`config.mk`:
```
export PLATFORM = sky130hd
export DESIGN_NAME = rider_steer_qual
export DESIGN_NICKNAME = d
export VERILOG_FILES = /design/src/rtl/rider_steer_qual.sv
export SDC_FILE = /design/constraint.sdc
export NUM_CORES = 1
export LEC_CHECK = 0
export ABC_AREA = 1
export BUFFER_PORTS_ARGS = -buffer_cell sky130_fd_sc_hd__buf_2
export CAP_MARGIN = 25
export CORE_UTILIZATION = 45
export DETAILED_ROUTE_END_ITERATION = 8
export GPL_TIMING_DRIVEN = 0
export PLACE_DENSITY_LB_ADDON = 0.15
export RECOVER_POWER = 25
export SYNTH_ARGS = -nofsm -noshare
export SYNTH_HDL_FRONTEND = slang
export SYNTH_SLANG_ARGS = --single-unit
```
`constraint.sdc`:
```
create_clock -name clk -period 7.56 [get_ports clk]
set_clock_uncertainty 0.15 [all_clocks]
set_input_delay 1.512 -clock clk [delete_from_list [all_inputs] [get_ports clk]]
set_output_delay 1.512 -clock clk [all_outputs]
set_load 0.02 [all_outputs]
```
`src/rtl/rider_steer_qual.sv`:
```
// Rider-presence and steering-enable qualifier: sums/differences the load cells,
// applies weight hysteresis, balance limits and a steady-time qualifier.
module rider_steer_qual #(
  parameter int LD_W         = 12,
  parameter int MIN_RIDER_WT = 'h200,
  parameter int WT_HYST      = 'h40,
  parameter int TMR_W        = 26,
  parameter int FAST_SIM     = 0,
  parameter int ENTER_SHIFT  = 2,
  parameter int EXIT_NUM     = 15,
  parameter int EXIT_SHIFT   = 4,
  parameter int OFF_DBNC     = 4
) (
  input  logic            clk,
  input  logic            rst,
  input  logic [LD_W-1:0] lft_ld,
  input  logic [LD_W-1:0] rght_ld,
  output logic            en_steer,
  output logic            rider_off,
  output logic [1:0]      steer_state
);

  typedef enum logic [1:0] {
    ST_IDLE    = 2'd0,
    ST_QUALIFY = 2'd1,
    ST_STEER   = 2'd2
  } state_t;

  localparam int CNT_W      = $clog2(OFF_DBNC + 1);
  localparam int LO_THR_I   = MIN_RIDER_WT - WT_HYST;
  localparam int HI_THR_I   = MIN_RIDER_WT + WT_HYST;
  localparam int CNT_LAST_I = OFF_DBNC - 1;

  localparam logic [LD_W:0]    LO_THR     = LO_THR_I[LD_W:0];
  localparam logic [LD_W:0]    HI_THR     = HI_THR_I[LD_W:0];
  localparam logic [LD_W:0]    EXIT_NUM_V = EXIT_NUM[LD_W:0];
  localparam logic [CNT_W-1:0] CNT_LAST   = CNT_LAST_I[CNT_W-1:0];

  logic [LD_W:0]    w_sum;
  logic [LD_W-1:0]  w_abs;
  logic [LD_W:0]    r_sum;
  logic [LD_W-1:0]  r_abs;
  logic [LD_W:0]    r_enterLim;
  logic [LD_W:0]    r_exitLim;

  state_t           r_state;
  logic [TMR_W-1:0] r_tmr;
  logic [CNT_W-1:0] r_offCnt;
  logic [CNT_W-1:0] w_offNext;

  logic w_ltMin;
  logic w_gtMin;
  logic w_badEnter;
  logic w_badExit;
  logic w_riderLost;
  logic w_tmrFull;

  // Magnitude is taken by ordering the operands so unsigned inputs never wrap.
  assign w_sum = {1'b0, lft_ld} + {1'b0, rght_ld};
  assign w_abs = (lft_ld >= rght_ld) ? (lft_ld - rght_ld) : (rght_ld - lft_ld);

  always_ff @(posedge clk) begin
    if (rst) begin
      r_sum      <= '0;
      r_abs      <= '0;
      r_enterLim <= '0;
      r_exitLim  <= '0;
    end else begin
      r_sum      <= w_sum;
      r_abs      <= w_abs;
      r_enterLim <= w_sum >> ENTER_SHIFT;
      r_exitLim  <= (w_sum >> EXIT_SHIFT) * EXIT_NUM_V;
    end
  end

  assign w_ltMin     = r_sum < LO_THR;
  assign w_gtMin     = r_sum > HI_THR;
  assign w_badEnter  = {1'b0, r_abs} > r_enterLim;
  assign w_badExit   = {1'b0, r_abs} > r_exitLim;
  assign w_riderLost = w_ltMin && (r_offCnt == CNT_LAST);
  assign w_offNext   = w_ltMin ? (r_offCnt + 1'b1) : '0;
  assign w_tmrFull   = (FAST_SIM != 0) ? (&r_tmr[14:0]) : (&r_tmr);

  always_ff @(posedge clk) begin
    if (rst) begin
      r_state  <= ST_IDLE;
      r_tmr    <= '0;
      r_offCnt <= '0;
    end else begin
      r_tmr <= r_tmr + 1'b1;
      case (r_state)
        ST_IDLE: begin
          r_offCnt <= '0;
          if (w_gtMin) begin
            r_state <= ST_QUALIFY;
            r_tmr   <= '0;
          end
        end
        ST_QUALIFY: begin
          if (w_riderLost) begin
            r_state  <= ST_IDLE;
            r_offCnt <= '0;
          end else if (w_badEnter) begin
            r_tmr    <= '0;
            r_offCnt <= w_offNext;
          end else if (w_tmrFull) begin
            r_state  <= ST_STEER;
            r_offCnt <= '0;
          end else begin
            r_offCnt <= w_offNext;
          end
        end
        ST_STEER: begin
          if (w_riderLost) begin
            r_state  <= ST_IDLE;
            r_offCnt <= '0;
          end else if (w_badExit) begin
            r_state  <= ST_QUALIFY;
            r_tmr    <= '0;
            r_offCnt <= '0;
          end else begin
            r_offCnt <= w_offNext;
          end
        end
        default: begin
          r_state  <= ST_IDLE;
          r_offCnt <= '0;
        end
      endcase
    end
  end

  assign en_steer    = (r_state == ST_STEER);
  assign rider_off   = (r_state == ST_IDLE);
  assign steer_state = r_state;

endmodule

```
Word level (Yosys, flattened, before mapping)
Cells that the tools add are included.
- bits in registers: 82
- word-level logic and storage cells: 51
- add/sub/neg operators: 5
- multiply operators: 1
- magnitude comparators: 5
- equality and inequality tests: 7
- mux-type cells: 21
- reductions and logical operators: 4
- operator list (operator ; number):
    2-to-1 mux 26 bit ; 5
    one-hot mux 26 bit (3 select lines) ; 1
    adder 26 x 1 -> 26 bit (second input constant) ; 1
    greater-than comparator 12 x 13 -> 1 bit ; 2
    AND reduction 26 bit ; 1
    subtractor 12 bit ; 2
    2-to-1 mux 3 bit ; 6
    adder 12 x 12 -> 13 bit ; 1
    greater-than comparator 13 x 10 -> 1 bit (second input constant) ; 1
    less-than comparator 13 x 9 -> 1 bit (second input constant) ; 1
    multiplier 9 x 4 -> 13 bit (second input constant) ; 1
    greater-or-equal comparator 12 bit ; 1
    2-to-1 mux 12 bit ; 1
    2-to-1 mux 2 bit ; 6
    != test 3 bit (second input constant) ; 2
    one-hot mux 2 bit (3 select lines) ; 1
    one-hot mux 3 bit (2 select lines) ; 1
    AND reduction 4 bit ; 1
    adder 3 x 1 -> 3 bit (second input constant) ; 1
    equality test 3 x 2 -> 1 bit (second input constant) ; 1
    != test 3 x 1 -> 1 bit (second input constant) ; 1
    equality test 2 x 1 -> 1 bit (second input constant) ; 1
    equality test 2 bit (second input constant) ; 1
    logical NOT 2 bit ; 1
    2 further kinds ; 2

Depth between registers and ports, before layout
- word-level depth: 6
- gate-level depth with buffers: 25
- gate-level depth less buffers: 24

Least setup slack after synthesis
No wires, ideal clock.
- kind: input port to flip-flop
- start point: in lft_ld[0]
- end point: reg r_exitLim[11]
- data arrival time: 4721 ps
- data required time: 7340 ps
- slack: 2619 ps
- cell stages on the path: 20
- path buffers: 0
- cells stage by stage: ha_1 -> fa_1 -> nand3_1 -> nand2_2 -> nand2_1 -> nand3_2 -> a21oi_4 -> xor2_2 -> nand2_1 -> nand2_1 -> inv_1 -> ha_1 -> fa_1 -> ha_1 -> nand2_1 -> nor3_1 -> nand3_1 -> nand4_1 -> o21ai_0 -> a21oi_1
- longest elaborated chain between the ends: 2
- RTL lines (element ; line ; RTL):
    start, declared ; 16 ; input logic [LD_W-1:0] lft_ld,
    adder 12 x 12 -> 13 bit ; 59 ; assign w_sum = {1'b0, lft_ld} + {1'b0, rght_ld};
    multiplier 9 x 4 -> 13 bit ; 72 ; r_exitLim <= (w_sum >> EXIT_SHIFT) * EXIT_NUM_V;
    end signal, assigned ; 72 ;
    end, declared ; 44 ; logic [LD_W:0] r_exitLim;
No other way between the ends.
A chain may end at the register's enable or synchronous reset.

Worst setup path in the final report
- start point: in lft_ld[8]
- end point: reg r_exitLim[11]
Same word-level chain as after synthesis.

==> metrics.csv <==
stage,metric,value,unit
outcome,status,completed,
clock_tree,number of buffers added by the clock tree synthesis step,9,
grt,global-route track usage on met3,0.02568,
setup_path,Reg2Reg Setup Slack,5.01,ns
cells_and_area,"Area growth, synth to finish",11.69,%
timing,worst slew margin relative to its limit,0.4166,
cells_and_area,Antenna Diode Count,0,
synth,Seq cells post-synth,67,
power,power per unit of standard cell area,271.1,nW/µm²
clock_tree,insertion delay of the later-clocked pin in the worst-skew pair,0.33,ns
setup_path,origin of the critical flop-to-flop path,r_abs[11],
timing,fraction of the cycle the final worst path needs,0.7073,
floorplan,starting utilization of the core area,0.4600,
synth,register area share after synthesis,0.2211,
clock_tree,register clock-pin slew on the reported worst setup and hold paths,0.06,ns
timing,total setup violations reported at the end of the flow,0,
timing,Worst-Margin Slew,0.8677,ns
setup_path,biggest fanout along the worst timing path,7,
clock_tree,clk buf depth,2,
timing,Fin. Hold Viols,0,
synth,mapped cell area,6067,µm²
power,"sum of internal, switching and leakage power",1.837,mW
timing,count of final max-slew check failures,0,
synth,average footprint of a synthesized cell,6.674,µm²
synth,cell taking the most area after synthesis,dfxtp_1,
detailed_routing,Avg Vias per Cell,4.910,
synth,most instantiated flip-flop cell in the synthesis netlist,dfxtp_1,
min_path,Hold Path Sink,r_offCnt[0],
setup_path,worst reg2reg path depth,13,
clock_tree,level count of the clock H-tree,3,
synth,area fraction of the dominant cell type after synthesis,0.2211,
timing,setup repair after global routing missed its margin,false,
clock_tree,number of instances resized during post-cts repair,0,
grt,wire length of the first global-routing pass,24070,µm
setup_path,crit path launch type,input port,
synth,top cells by area in the synthesized netlist,"dfxtp_1, ha_1, nand2_1, inv_1, nor2_1",
placed_design,global placement routability congestion,0.8965,
floorplan,Die Wd,118.1,µm
grt,Overall Global Routing Usage,0.2132,
detailed_routing,via count of the routed design,5548,
synth,count of unique library cells instantiated by Yosys,39,
setup_path,data required time at the worst endpoint,7.66,ns
min_path,class of the worst hold path,reg -> reg,
setup_path,endpoint of the worst-slack reg-to-reg timing path,r_tmr[5],
grt,via count of the first global-routing pass,5246,
cells_and_area,fill cell count,1356,
grt,antenna violations before repair,0,
detailed_routing,final routed DRC violation total,0,
synth,Yosys Warn Count,0,
grt,global route hottest layer,met2,
cells_and_area,layout cells sized above 1,0.06709,
detailed_routing,routed wire length,14150,µm
grt,largest net degree at the start of global routing,14,
detailed_routing,average wire per cell in the routed design,12.52,µm
clock_tree,clock tree from TritonCTS,yes,
timing,Fmax achieved,187.0,MHz
power,peak supply drop,0.0001160,V
floorplan,die height,118.1,µm
synth,number of nets in the synthesized netlist,1029,
clock_tree,total setup buffers inserted after CTS,0,
detailed_routing,first-pass detailed-route iteration total,5,
placed_design,count of buffers inserted at the top-level ports,29,
clock_tree,Clock Sinks,67,
cells_and_area,net total in the final layout,1069,
synth,number of flops mapped to enable cells by yosys,0,
grt,GR Overflow Total,0,
clock_tree,number of buffers added to fix hold violations after cts,0,
synth,"FFs w/ async S/R, synth",0,
power,Leak Pwr,3.577,nW
setup_path,kind of critical path,in -> reg,
setup_path,endpoint type of the worst setup path,register,
synth,post-synthesis cell count,909,
floorplan,floorplan die area,13950,µm²
setup_path,Worst EP arrival,5.45,ns
detailed_routing,ANT nets after route,0,
min_path,hold path start,r_offCnt[0],
timing,sum of negative setup slack,0,ns
floorplan,row count,42,
detailed_routing,Iter 0 DRT Violations,348,
run,reported max-cap violation count,0,
floorplan,Placeable Area,13190,µm²
grt,met1 usage in global routing,0.2677,
placed_design,placed wire-length estimate,11820,µm
timing,post-layout min period,5.348,ns
grt,met2 routing resource usage after global routing,0.3772,
clock_tree,clock tree root driver cell,clkbuf_16,
min_path,cell count of the worst hold path,1,
floorplan,total I/O pin count,30,
[cell type report]
type / count / area (µm²) / area share
multi-input combinational: 649 / 3955 / 0.5836
sequential: 67 / 1341 / 0.1979
inverter: 175 / 656.9 / 0.09693
clock buffer: 9 / 225.2 / 0.03323
tap: 176 / 220.2 / 0.03250
timing repair buffer: 29 / 140.1 / 0.02068
clock inverter: 7 / 125.1 / 0.01846
buffer: 18 / 112.6 / 0.01662
[sequential cells by signal, summed over array words and instances, names as in the netlist]
register / count
r_abs: 11
r_exitLim: 12
r_offCnt: 3
r_sum: 13
r_tmr: 26
steer_state: 2
[cells in the mapped netlist (all sizes together) (2+ instances only)]
library cell	number
nand2	203
inv	175
nor2	94
ha	83
a21oi	70
dfxtp	67
nand3	53
o21ai	36
xor2	33
nor3	16
nand4	15
buf	13
fa	11
xnor2	10
a21boi	5
clkbuf	5
o211ai	5
o21bai	4
a31oi	2
[critical path: stages]
cell	delay, ns
buf_2	0.10
inv_1	0.04
ha_1	0.29
buf_6	0.14
inv_1	0.18
nand2_1	0.13
nor3_1	0.22
nand4_1	0.17
nand4_1	0.16
xor2_1	0.52
nand2_1	0.10
nand2_1	0.08
inv_1	0.04
ha_1	0.27
ha_1	0.31
ha_1	0.37
inv_1	0.07
nor3_1	0.25
nand3_1	0.12
nand4_1	0.12
o21ai_0	0.09
a21oi_1	0.15
[cell families (layout without fill, tap and decap cells)]
family	Yosys count	after routing	share of synthesized area
buffers and inverters	193	238	0.1270
adders and majority gates	94	94	0.2075
xor gates and xnor gates	43	43	0.06331
and+or+nand+nor	386	386	0.2654
AOI/OAI and AO/OA	126	126	0.1157
DFF	67	67	0.2211
[cells in the final DEF (no fill, tap or decap), types with 2 or more instances in the layout]
cell       instances
bufinv_16          3
nor3_1            16
clkbuf_1          11
a21oi_4            2
a31oi_1            2
nor2_1            93
a21oi_1           68
nand4_1           15
o21ai_0           34
nand3_1           51
inv_1            171
nand3_2            2
ha_1              83
nand2_1          201
buf_2             29
inv_2              4
nand2_2            2
xnor2_1           10
o21ai_1            2
o21bai_1           4
dfxtp_1           67
o211ai_1           5
clkbuf_16          9
clkinv_4           3
buf_4              4
xor2_1            32
buf_6              2
a21boi_0           5
fa_1              11
[how the worst max path moves through the flow]
stage	startpoint	end	slack, ns	cells after the start
finish	lft_ld[8]	r_exitLim[11]	2.21	22
global route	lft_ld[8]	r_exitLim[11]	1.78	22
CTS	lft_ld[8]	r_exitLim[11]	2.20	22
detailed placement	lft_ld[8]	r_exitLim[11]	1.89	22
global placement	lft_ld[8]	r_exitLim[11]	1.90	22
floorplan	lft_ld[0]	r_exitLim[11]	2.62	20
[power breakdown]
| part | internal (mW) | switching (mW) | leakage, nW | total (mW) |
|---|---|---|---|---|
| logic | 0.333 | 0.587 | 2.86 | 0.920 |
| registers | 0.406 | 0.0259 | 0.550 | 0.432 |
| clock network | 0.325 | 0.161 | 0.170 | 0.485 |
| total | 1.06 | 0.773 | 3.58 | 1.84 |
[routing by layer]
| metal | wire [µm] | vias up |
|---|---|---|
| met5 | 0 | - |
| met4 | 209 | 0 |
| met3 | 376 | 16 |
| met2 | 6834 | 93 |
| met1 | 6728 | 2489 |
| li1 | - | 2950 |
[per-stage QoR]
step | hold WS, ns | instances | util | worst slack, ns | area, µm²
final | 0.2741 | 1130 | 0.5138 | 2.212 | 6777
after global placement | 0.2627 | 1114 | 0.4877 | 1.905 | 6432
after global routing | 0.3046 | 1130 | 0.5138 | 1.781 | 6777
after floorplan | 0.2492 | 909 | - | 2.619 | 6067
after CTS | 0.2756 | 1130 | 0.5142 | 2.202 | 6783
after detailed placement | 0.2672 | 1114 | 0.4877 | 1.895 | 6432
No activity file was read; power rests on OpenSTA's default activity.
